## src/rtl/axi_pkg.sv

```systemverilog
// Shared AXI read-path definitions: arbiter state encoding and AXI burst/size codes.
package axi_pkg;

  typedef enum logic [1:0] {
    IDLE = 2'd0,
    ADDR = 2'd1,
    DATA = 2'd2
  } arb_state_e;

  localparam logic [1:0] BURST_FIXED = 2'b00;
  localparam logic [1:0] BURST_INCR  = 2'b01;
  localparam logic [1:0] BURST_WRAP  = 2'b10;

  localparam logic [2:0] SIZE_1B = 3'd0;
  localparam logic [2:0] SIZE_2B = 3'd1;
  localparam logic [2:0] SIZE_4B = 3'd2;
  localparam logic [2:0] SIZE_8B = 3'd3;

endpackage

```

## src/rtl/axi_read_arbiter_if.sv

```systemverilog
// Bundle of the requester-side (s_*) and master-side (m_axi_*) read channels seen by
// axi_read_arbiter. The master modport is the arbiter's view; slave is the environment's.
//   s_ar*      per-requester AR channel (NREQ lanes), s_arready back per lane
//   s_r*       R data/last broadcast, s_rvalid/s_rready per lane
//   m_axi_*    single AXI4 read master port (AR + R)
interface axi_read_arbiter_if #(
  parameter int unsigned ADDR_W = 64,
  parameter int unsigned DATA_W = 64,
  parameter int unsigned NREQ   = 2
);

  logic [NREQ-1:0][ADDR_W-1:0] s_araddr;
  logic [NREQ-1:0][7:0]        s_arlen;
  logic [NREQ-1:0][2:0]        s_arsize;
  logic [NREQ-1:0][1:0]        s_arburst;
  logic [NREQ-1:0]             s_arvalid;
  logic [NREQ-1:0]             s_arready;
  logic [DATA_W-1:0]           s_rdata;
  logic                        s_rlast;
  logic [NREQ-1:0]             s_rvalid;
  logic [NREQ-1:0]             s_rready;

  logic [ADDR_W-1:0]           m_axi_araddr;
  logic [7:0]                  m_axi_arlen;
  logic [2:0]                  m_axi_arsize;
  logic [1:0]                  m_axi_arburst;
  logic                        m_axi_arvalid;
  logic                        m_axi_arready;
  logic [DATA_W-1:0]           m_axi_rdata;
  logic                        m_axi_rvalid;
  logic                        m_axi_rready;
  logic                        m_axi_rlast;

  modport master (
    input  s_araddr, s_arlen, s_arsize, s_arburst, s_arvalid, s_rready,
    output s_arready, s_rdata, s_rlast, s_rvalid,
    output m_axi_araddr, m_axi_arlen, m_axi_arsize, m_axi_arburst, m_axi_arvalid, m_axi_rready,
    input  m_axi_arready, m_axi_rdata, m_axi_rvalid, m_axi_rlast
  );

  modport slave (
    output s_araddr, s_arlen, s_arsize, s_arburst, s_arvalid, s_rready,
    input  s_arready, s_rdata, s_rlast, s_rvalid,
    input  m_axi_araddr, m_axi_arlen, m_axi_arsize, m_axi_arburst, m_axi_arvalid, m_axi_rready,
    output m_axi_arready, m_axi_rdata, m_axi_rvalid, m_axi_rlast
  );

endinterface

```

## src/rtl/rr_arbiter2.sv

```systemverilog
// Two-way combinational round-robin pick.
//   req        request vector
//   last_grant index of the previous winner (lowest priority this round)
//   gnt        one-hot grant, zero when nothing requests
//   idx        winner index (meaningful only when valid)
//   valid      some request is present
module rr_arbiter2 (
  input  logic [1:0] req,
  input  logic       last_grant,
  output logic [1:0] gnt,
  output logic       idx,
  output logic       valid
);

  logic pref;

  always_comb begin
    pref  = ~last_grant;
    valid = |req;
    idx   = req[pref] ? pref : last_grant;
    gnt   = valid ? (2'b01 << idx) : 2'b00;
  end

endmodule

```

## src/rtl/axi_read_arbiter.sv

```systemverilog
// Shares one AXI4 read master port between two requesters (0 = fetch, 1 = LSU), one whole
// burst at a time, round-robin. The winning AR is registered, then R beats are steered back
// to the owner until the rlast handshake.
//   clk, reset  clock and async active-low reset
//   bus         requester and master read channels (master modport)
//   grant_id    current or most recent owner
//   busy        arbiter not idle
//   proto_err   sticky beat-count / rlast mismatch
module axi_read_arbiter
  import axi_pkg::*;
#(
  parameter int unsigned ADDR_W = 64,
  parameter int unsigned DATA_W = 64,
  parameter int unsigned NREQ   = 2
) (
  input  logic                 clk,
  input  logic                 reset,
  axi_read_arbiter_if.master   bus,
  output logic                 grant_id,
  output logic                 busy,
  output logic                 proto_err
);

  arb_state_e        state_q;
  logic [ADDR_W-1:0] araddr_q;
  logic [7:0]        arlen_q;
  logic [2:0]        arsize_q;
  logic [1:0]        arburst_q;
  logic              arvalid_q;
  logic              grant_q;
  logic              last_grant_q;
  logic [8:0]        beat_cnt_q;
  logic              proto_err_q;

  logic [1:0]        arb_gnt;
  logic              arb_idx;
  logic              arb_valid;
  logic              in_idle;
  logic              in_data;
  logic              beat_hs;
  logic [NREQ-1:0]   rvalid_steer;
  logic [DATA_W-1:0] rdata_gated;

  rr_arbiter2 u_rr (
    .req        (bus.s_arvalid),
    .last_grant (last_grant_q),
    .gnt        (arb_gnt),
    .idx        (arb_idx),
    .valid      (arb_valid)
  );

  always_comb begin
    in_idle      = (state_q == IDLE);
    in_data      = (state_q == DATA);
    beat_hs      = in_data && bus.m_axi_rvalid && bus.s_rready[grant_q];
    rvalid_steer = '0;
    if (in_data) rvalid_steer[grant_q] = bus.m_axi_rvalid;
    rdata_gated  = in_data ? bus.m_axi_rdata : '0;
  end

  // s_arready is gated by reset so every output reads 0 while reset is held.
  assign bus.s_arready     = (in_idle && reset) ? arb_gnt : '0;
  assign bus.s_rvalid      = rvalid_steer;
  assign bus.s_rdata       = rdata_gated;
  assign bus.s_rlast       = in_data & bus.m_axi_rlast;
  assign bus.m_axi_rready  = in_data & bus.s_rready[grant_q];
  assign bus.m_axi_araddr  = araddr_q;
  assign bus.m_axi_arlen   = arlen_q;
  assign bus.m_axi_arsize  = arsize_q;
  assign bus.m_axi_arburst = arburst_q;
  assign bus.m_axi_arvalid = arvalid_q;

  assign grant_id  = grant_q;
  assign busy      = !in_idle;
  assign proto_err = proto_err_q;

  always_ff @(posedge clk or negedge reset) begin
    if (!reset) begin
      state_q      <= IDLE;
      araddr_q     <= '0;
      arlen_q      <= '0;
      arsize_q     <= '0;
      arburst_q    <= '0;
      arvalid_q    <= 1'b0;
      grant_q      <= 1'b0;
      last_grant_q <= 1'b1;  // port 0 wins the first contest
      beat_cnt_q   <= '0;
      proto_err_q  <= 1'b0;
    end else begin
      case (state_q)
        IDLE: begin
          if (arb_valid) begin
            araddr_q   <= bus.s_araddr[arb_idx];
            arlen_q    <= bus.s_arlen[arb_idx];
            arsize_q   <= bus.s_arsize[arb_idx];
            arburst_q  <= bus.s_arburst[arb_idx];
            grant_q    <= arb_idx;
            beat_cnt_q <= '0;
            arvalid_q  <= 1'b1;
            state_q    <= ADDR;
          end
        end
        ADDR: begin
          if (bus.m_axi_arready) begin
            arvalid_q <= 1'b0;
            state_q   <= DATA;
          end
        end
        DATA: begin
          if (beat_hs) begin
            beat_cnt_q <= beat_cnt_q + 9'd1;
            if (bus.m_axi_rlast) begin
              if (beat_cnt_q != {1'b0, arlen_q}) proto_err_q <= 1'b1;
              last_grant_q <= grant_q;
              state_q      <= IDLE;
            end else if (beat_cnt_q >= {1'b0, arlen_q}) begin
              // Beat index arlen must carry rlast; keep draining until it shows up.
              proto_err_q <= 1'b1;
            end
          end
        end
        default: state_q <= IDLE;
      endcase
    end
  end

endmodule
```

## src/flat_wrapper.sv

```systemverilog
// flat-port wrapper written by rule: the top's interface ports become plain ports
module axi_read_arbiter_flat import axi_pkg::*;
#(
  parameter int unsigned ADDR_W = 64,
  parameter int unsigned DATA_W = 64,
  parameter int unsigned NREQ   = 2
)
  (clk, reset, grant_id, busy, proto_err, bus_s_araddr, bus_s_arlen, bus_s_arsize, bus_s_arburst, bus_s_arvalid, bus_s_rready, bus_s_arready, bus_s_rdata, bus_s_rlast, bus_s_rvalid, bus_m_axi_araddr, bus_m_axi_arlen, bus_m_axi_arsize, bus_m_axi_arburst, bus_m_axi_arvalid, bus_m_axi_rready, bus_m_axi_arready, bus_m_axi_rdata, bus_m_axi_rvalid, bus_m_axi_rlast);
  axi_read_arbiter_if #(.ADDR_W(ADDR_W), .DATA_W(DATA_W), .NREQ(NREQ)) bus_i ();
  input  logic clk;
  input  logic reset;
  output logic grant_id;
  output logic busy;
  output logic proto_err;
  input wire logic [$bits(bus_i.s_araddr)-1:0] bus_s_araddr;
  input wire logic [$bits(bus_i.s_arlen)-1:0] bus_s_arlen;
  input wire logic [$bits(bus_i.s_arsize)-1:0] bus_s_arsize;
  input wire logic [$bits(bus_i.s_arburst)-1:0] bus_s_arburst;
  input wire logic [$bits(bus_i.s_arvalid)-1:0] bus_s_arvalid;
  input wire logic [$bits(bus_i.s_rready)-1:0] bus_s_rready;
  output wire logic [$bits(bus_i.s_arready)-1:0] bus_s_arready;
  output wire logic [$bits(bus_i.s_rdata)-1:0] bus_s_rdata;
  output wire logic [$bits(bus_i.s_rlast)-1:0] bus_s_rlast;
  output wire logic [$bits(bus_i.s_rvalid)-1:0] bus_s_rvalid;
  output wire logic [$bits(bus_i.m_axi_araddr)-1:0] bus_m_axi_araddr;
  output wire logic [$bits(bus_i.m_axi_arlen)-1:0] bus_m_axi_arlen;
  output wire logic [$bits(bus_i.m_axi_arsize)-1:0] bus_m_axi_arsize;
  output wire logic [$bits(bus_i.m_axi_arburst)-1:0] bus_m_axi_arburst;
  output wire logic [$bits(bus_i.m_axi_arvalid)-1:0] bus_m_axi_arvalid;
  output wire logic [$bits(bus_i.m_axi_rready)-1:0] bus_m_axi_rready;
  input wire logic [$bits(bus_i.m_axi_arready)-1:0] bus_m_axi_arready;
  input wire logic [$bits(bus_i.m_axi_rdata)-1:0] bus_m_axi_rdata;
  input wire logic [$bits(bus_i.m_axi_rvalid)-1:0] bus_m_axi_rvalid;
  input wire logic [$bits(bus_i.m_axi_rlast)-1:0] bus_m_axi_rlast;
  assign bus_i.s_araddr = bus_s_araddr;
  assign bus_i.s_arlen = bus_s_arlen;
  assign bus_i.s_arsize = bus_s_arsize;
  assign bus_i.s_arburst = bus_s_arburst;
  assign bus_i.s_arvalid = bus_s_arvalid;
  assign bus_i.s_rready = bus_s_rready;
  assign bus_s_arready = bus_i.s_arready;
  assign bus_s_rdata = bus_i.s_rdata;
  assign bus_s_rlast = bus_i.s_rlast;
  assign bus_s_rvalid = bus_i.s_rvalid;
  assign bus_m_axi_araddr = bus_i.m_axi_araddr;
  assign bus_m_axi_arlen = bus_i.m_axi_arlen;
  assign bus_m_axi_arsize = bus_i.m_axi_arsize;
  assign bus_m_axi_arburst = bus_i.m_axi_arburst;
  assign bus_m_axi_arvalid = bus_i.m_axi_arvalid;
  assign bus_m_axi_rready = bus_i.m_axi_rready;
  assign bus_i.m_axi_arready = bus_m_axi_arready;
  assign bus_i.m_axi_rdata = bus_m_axi_rdata;
  assign bus_i.m_axi_rvalid = bus_m_axi_rvalid;
  assign bus_i.m_axi_rlast = bus_m_axi_rlast;
  axi_read_arbiter #(.ADDR_W(ADDR_W), .DATA_W(DATA_W), .NREQ(NREQ)) u_core (.clk(clk), .reset(reset), .bus(bus_i), .grant_id(grant_id), .busy(busy), .proto_err(proto_err));
endmodule
```

## config.mk

```make
export PLATFORM = sky130hd
export DESIGN_NAME = axi_read_arbiter_flat
export DESIGN_NICKNAME = d
export VERILOG_FILES = /design/src/rtl/axi_pkg.sv /design/src/rtl/axi_read_arbiter_if.sv /design/src/rtl/rr_arbiter2.sv /design/src/rtl/axi_read_arbiter.sv /design/src/flat_wrapper.sv
export SDC_FILE = /design/constraint.sdc
export NUM_CORES = 1
export LEC_CHECK = 0
export CAP_MARGIN = 20
export CELL_PAD_IN_SITES_DETAIL_PLACEMENT = 0
export CELL_PAD_IN_SITES_GLOBAL_PLACEMENT = 2
export CORE_MARGIN = 3
export CORE_UTILIZATION = 19
export CTS_CLUSTER_DIAMETER = 50
export DETAILED_ROUTE_END_ITERATION = 7
export HOLD_SLACK_MARGIN = 0.12
export PLACE_DENSITY = 0.84
export SYNTH_ARGS = -nofsm -noshare
export SYNTH_HDL_FRONTEND = slang
export SYNTH_SLANG_ARGS = --single-unit
```

## constraint.sdc

```tcl
create_clock -name clk -period 2.6 [get_ports clk]
set_clock_uncertainty 0.1 [all_clocks]
set_input_delay 0.52 -clock clk [delete_from_list [all_inputs] [get_ports clk]]
set_output_delay 0.52 -clock clk [all_outputs]
set_load 0.01 [all_outputs]
```

== Word level (Yosys, flattened, before mapping) ==
Cells that the tools add are included.
Operators by class
  reduce and logical (&&, ||, !) cells: 16
  order comparisons: 5
  equal/unequal tests: 8
  bitwise operators: 4
  shifts and indexed selects: 1
  mux-type cells: 33
  add/subtract/negate cells: 1
Operators by type and width (count)
  $mux 64: 3
  $mux 2: 9
  $mux 9: 2
  $pmux 9 s2: 1
  $mux 8: 2
  $mux 1: 11
  $add 9x1->9 const B: 1
  $ge 9x8->1: 1
  $ne 9x8->1: 1
  $reduce_and 3->1: 3
  $reduce_and 4->1: 2
  $lt 1x2->1 const B: 3
  $mux 3: 2
  $ne 2x2->1 const B: 3
  $pmux 2 s3: 1
  $reduce_bool 2->1: 3
  $logic_and 1x1->1: 4
  $ne 2x1->1 const B: 2
  $and 1x1->1: 2
  $and 2x2->2: 1
  $eq 2x1->1 const B: 1
  $eq 2x2->1 const B: 1
  $logic_not 2->1: 1
  $pmux 1 s2: 1
  other kinds (7): 7
Word-level totals
  bits in registers: 92

== Logic depth before layout (Yosys ltp) ==
Gate-level depths: netlist of run 1.
  depth in word-level cells: 7
  gate-level depth with buffers: 7

== By module ==
A second synthesis of run 1 with hierarchy kept.
Second synthesis, totals
  cells, all modules: 525
  area total of the unflattened synthesis: 4919.7 um^2
By module, submodules not included
  axi_read_arbiter: area each 4884.7 um^2, sequential area each 2303.5 um^2, cells an instance 519, times used 1
  rr_arbiter2: area each 35.0 um^2, sequential area each 0.0 um^2, cells an instance 6, times used 1

== Worst setup path before layout of run 1 ==
Ideal clock, no wire load.
  path type: input -> output
  start: input bus_s_arvalid[1]
  end: output bus_s_arready[0]
  buffers on the path: 2
  data arrival time: 1464 ps
  stages on the path: 4
  path slack: 516 ps
  data required time: 1980 ps
  cells stage by stage: o21ai_0 buf_2 clkbuf_1 and3_1
On the way
  longest elaborated chain between the ends: 6
Ends and longest elaborated chain
  start: declaration: line flat_wrapper.sv:19  | input wire logic [$bits(bus_i.s_arvalid)-1:0] bus_s_arvalid;
  $mux 1 (implied by the code) (2 in series): line rr_arbiter2.sv:20  | idx = req[pref] ? pref : last_grant;
  $mux 1: line rr_arbiter2.sv:20
  $shl 1x1->2: line rr_arbiter2.sv:21  | gnt = valid ? (2'b01 << idx) : 2'b00;
  $mux 2 (*): line rr_arbiter2.sv:21
  $mux 2 (*): line axi_read_arbiter.sv:62  | assign bus.s_arready = (in_idle && reset) ? arb_gnt : '0;
  end: declaration: line flat_wrapper.sv:21  | output wire logic [$bits(bus_i.s_arready)-1:0] bus_s_arready;
Mark *: on every way between the ends. The rest lies on a longest branch, timed or not. The select of a mux whose other input is x is not followed.

== Final worst setup path of run 1 ==
  start: input bus_s_rready[0]
  end: output bus_m_axi_rready
On the way
  longest elaborated chain between the ends: 3
Ends and longest elaborated chain
  start: declaration: line flat_wrapper.sv:20  | input wire logic [$bits(bus_i.s_rready)-1:0] bus_s_rready;
  $mux 1 (implied by the code) (2 in series): line axi_read_arbiter.sv:66  | assign bus.m_axi_rready = in_data & bus.s_rready[grant_q];
  $and 1x1->1: line axi_read_arbiter.sv:66
  end: declaration: line flat_wrapper.sv:30  | output wire logic [$bits(bus_i.m_axi_rready)-1:0] bus_m_axi_rready;
No other way between the ends. The select of a mux whose other input is x is not followed.

==> results of run 1 <==
[kinds of logic after synthesis]
kind of cell | synth area share, %
and+or+nand+nor | 19.89
AOI/OAI and AO/OA | 9.957
DFF | 46.88
muxes | 16.42
buffers and inverters | 3.845
adders and majority gates | 2.292
xor gates and xnor gates | 0.7131
[power groups by stage]
stage | combinational, mW | sequential, mW | clock, mW
final | 5.15 | 2.46 | 1.29
after global routing | 5.63 | 2.57 | 1.41
after global placement | 5.06 | 2.47 | 0
after CTS | 5.07 | 2.48 | 1.35
after floorplan | 2.02 | 2.73 | 0
after detailed placement | 5.06 | 2.50 | 0
[stage by stage]
stage | cells | setup TNS [ns] | setup WS, ns | utilization (%) | cell area [um2]
2_1_floorplan | 518 | 0 | 0.5161 | - | 4913
3_3_place_gp | 1208 | -0.3140 | -0.1653 | 36.16 | 9158
3_5_place_dp | 1208 | -0.3337 | -0.1850 | 36.16 | 9158
4_1_cts | 1224 | 0 | 0.002186 | 37.29 | 9445
5_1_grt | 1233 | 0 | 0.003343 | 37.90 | 9599
6_report | 1233 | 0 | 0.08367 | 37.90 | 9599
[cell usage in the layout, fill, tap and decap left out, types with 7 or more instances in the layout]
master             n
nand2_1           89
ha_1               9
inv_1             10
dlymetal6s2s_1     7
dfrtp_1           90
buf_4             17
clkbuf_16         12
nor2_1             9
mux2i_1           78
o21ai_1           79
and2_1            64
clkdlybuf4s50_1  367
[worst paths after layout]
check	startpoint	endpoint	slack [ns]
max in group asynchronous	reset	u_core.bus.m_axi_araddr[63]	1.65
worst min register to register	u_core.bus.m_axi_araddr[20]	u_core.bus.m_axi_araddr[20]	0.38
worst max-delay path	bus_s_rready[0]	bus_m_axi_rready	0.08
worst max register to register	u_core.last_grant_q	u_core.bus.m_axi_arlen[0]	0.79
min in group clk	u_core.bus.m_axi_araddr[20]	u_core.bus.m_axi_araddr[20]	0.38
worst min-delay path	reset	u_core.bus.m_axi_arburst[0]	0.17
[per-layer routing]
| layer | up-vias | wire length [um] | share of wire, % | GRT usage, % |
|---|---|---|---|---|
| li1 | 2507 | - | - | - |
| met1 | 2257 | 6888 | 36 | 13.57 |
| met2 | 232 | 10290 | 54 | 24.36 |
| met3 | 20 | 1608 | 8.4 | 4.510 |
| met4 | 0 | 308 | 1.6 | 3.336 |
| met5 | - | 0 | 0 | 0 |
[timing repair]
action | 4_1_cts | 5_1_grt
resized for setup | 5 | 7
gates cloned | 0 | 4
setup endpoints to repair | 6 | 60
setup buffers | 0 | 5
hold buffers | 0 | 0
[flip-flops by register name, summed over array words and instances, names as in the netlist]
register                  cells
u_core.grant_id               1
u_core.beat_cnt_q             9
u_core.bus.m_axi_arburst      2
u_core.proto_err              1
u_core.bus.m_axi_arlen        8
u_core.bus.m_axi_arvalid      1
u_core.bus.m_axi_arsize       3
u_core.last_grant_q           1
u_core.bus.m_axi_araddr      64
u_core.state_q                2
[critical path, stage by stage]
cell and delay, ns:
clkdlybuf4s50_1 0.42, mux2_4 0.28, and2_2 0.20, clkdlybuf4s50_1 0.48
[cell type report]
cell class	count	area [um2]	area share [%]
Multi-Input combinational cell	382	2447	25.50
Clock inverter	7	58.81	0.6126
Inverter	10	37.54	0.3910
Sequential cell	92	2305	24.01
Clock buffer	9	225.2	2.346
Timing Repair Buffer	403	4113	42.84
Tap cell	330	412.9	4.301
==> summary.md, run 1 <==
| Metric | Value |
|---|---|
| Run status | `finished clean` |
| Post-layout nets | `1134` |
| Chip height | `166.8 um` |
| Sw Pwr | `3.324 mW` |
| Core box area | `0.02533 mm2` |
| Antenna-violating nets left | `0` |
| Total Routing Usage GR | `12.88%` |
| Reg power frac | `27.6%` |
| Clock-pin slew on the worst setup and hold paths | `0.08 ns` |
| Peak VDD IR | `0.4574 mV` |
| Endpoints failing hold | `0` |
| Insertion delay to the later sink of the worst-skew pair | `0.35 ns` |
| Final HPWL DP | `14.83 mm` |
| Top_reg_cell synth | `dfrtp_1` |
| Endpoints failing setup | `0` |
| Count leader, synth | `dfrtp_1` |
| Crit-path max FO | `2` |
| CTS Buf Count | `9` |
| Number of clock sinks | `92` |
| Mapped Area | `0.004913 mm2` |
| Post-synth top cells | `91 x dfrtp_1, 89 x nand2_1, 79 x o21ai_1, 78 x mux2i_1, 66 x and2_1` |
| Tmin final | `2.516 ns` |
| Initial cell density of the core | `19.40%` |
| Die ar. | `0.02783 mm2` |
| Power Total | `8.903 mW` |
| Residual DRC | `0` |
| Critical path class | `in2out` |
| Unique masters post-synth | `37` |
| Drt via density | `4.068` |
| Share of layout cells above drive strength 1 | `5.980%` |
| Period utilization | `96.78%` |
| Synth area leader | `dfrtp_1` |
| WP data arrival | `1.90 ns` |
| Hold_ws | `0.1706 ns` |
| Worst setup EP type | `output port` |
| Cell internal pwr | `5.579 mW` |
| Antenna diodes | `0` |
| Slew margin rel. | `52.50%` |
| Static Leak | `4.202 nW` |
| Clock power share | `14.5%` |
| Root Driver | `clkbuf_16` |
| Antenna violations before repair | `0` |
| Chip width | `166.8 um` |
| Max Fclk | `397.4 MHz` |
| CP required | `1.98 ns` |
| I/O pin count | `378` |
| Gr ovfl total | `0` |
| Pwr dens | `927.4 mW/mm2` |
| Syn nets | `754` |
| FILL cells | `2597` |
| Max Cap Violations | `0` |
| R2R depth | `6` |
| DR iter-0 viols | `150` |
| Wire length per cell | `15.48 um` |
| Seq/Total Area, Yosys | `46.88%` |
| Final WL | `19.09 mm` |
| Ys async rst share | `100.0%` |
| Via count | `5016` |
| RSZ-0062 raised after global routing | `false` |
| Startpoint class of the critical path | `primary input` |
| CTS max path bufs | `2` |
| Yosys reg bits | `92` |
| HP Class | `in2async` |
| Routability congestion estimate | `0.7856` |
| Syn Inst Count | `518` |
| Slew Viols, Final | `0` |
| Synth area leaders | `dfrtp_1 46%, mux2i_1 16%, and2_1 8.4%` |
| Port Buffers | `377` |
| Warnings, synthesis | `0` |
| Sw Ratio | `37.34%` |
| Post-synth EDFFs | `0` |
| Area growth, synth to finish | `95.37%` |
| First-pass GRT wire length | `28.37 mm` |
| Largest net degree at the start of global routing | `74` |
| CTS tree | `built` |
| Syn avg cell area | `9.485 um2` |
| Number of cell rows | `58` |
| Maximum level of the CTS H-tree | `3` |
| Top cell type's share of synthesized area | `46.35%` |
| Number of global-route vias before repair | `5026` |
| Least-Margin Pin Slew | `0.7125 ns` |
| 1st-pass router iterations | `4` |
| Comb power frac | `57.9%` |
Note: power is estimated with default switching activity, not from simulation.
==> run 2, diff against run 1 <==
--- a/config.mk
+++ b/config.mk
@@ -5,6 +5,7 @@
 export SDC_FILE = /design/constraint.sdc
 export NUM_CORES = 1
 export LEC_CHECK = 0
+export ABC_CLOCK_PERIOD_IN_PS = 2600
 export CAP_MARGIN = 20
 export CELL_PAD_IN_SITES_DETAIL_PLACEMENT = 0
 export CELL_PAD_IN_SITES_GLOBAL_PLACEMENT = 2
==> results of run 2 <==
The final DEF is identical to that of run 1; final timing and power are the same.
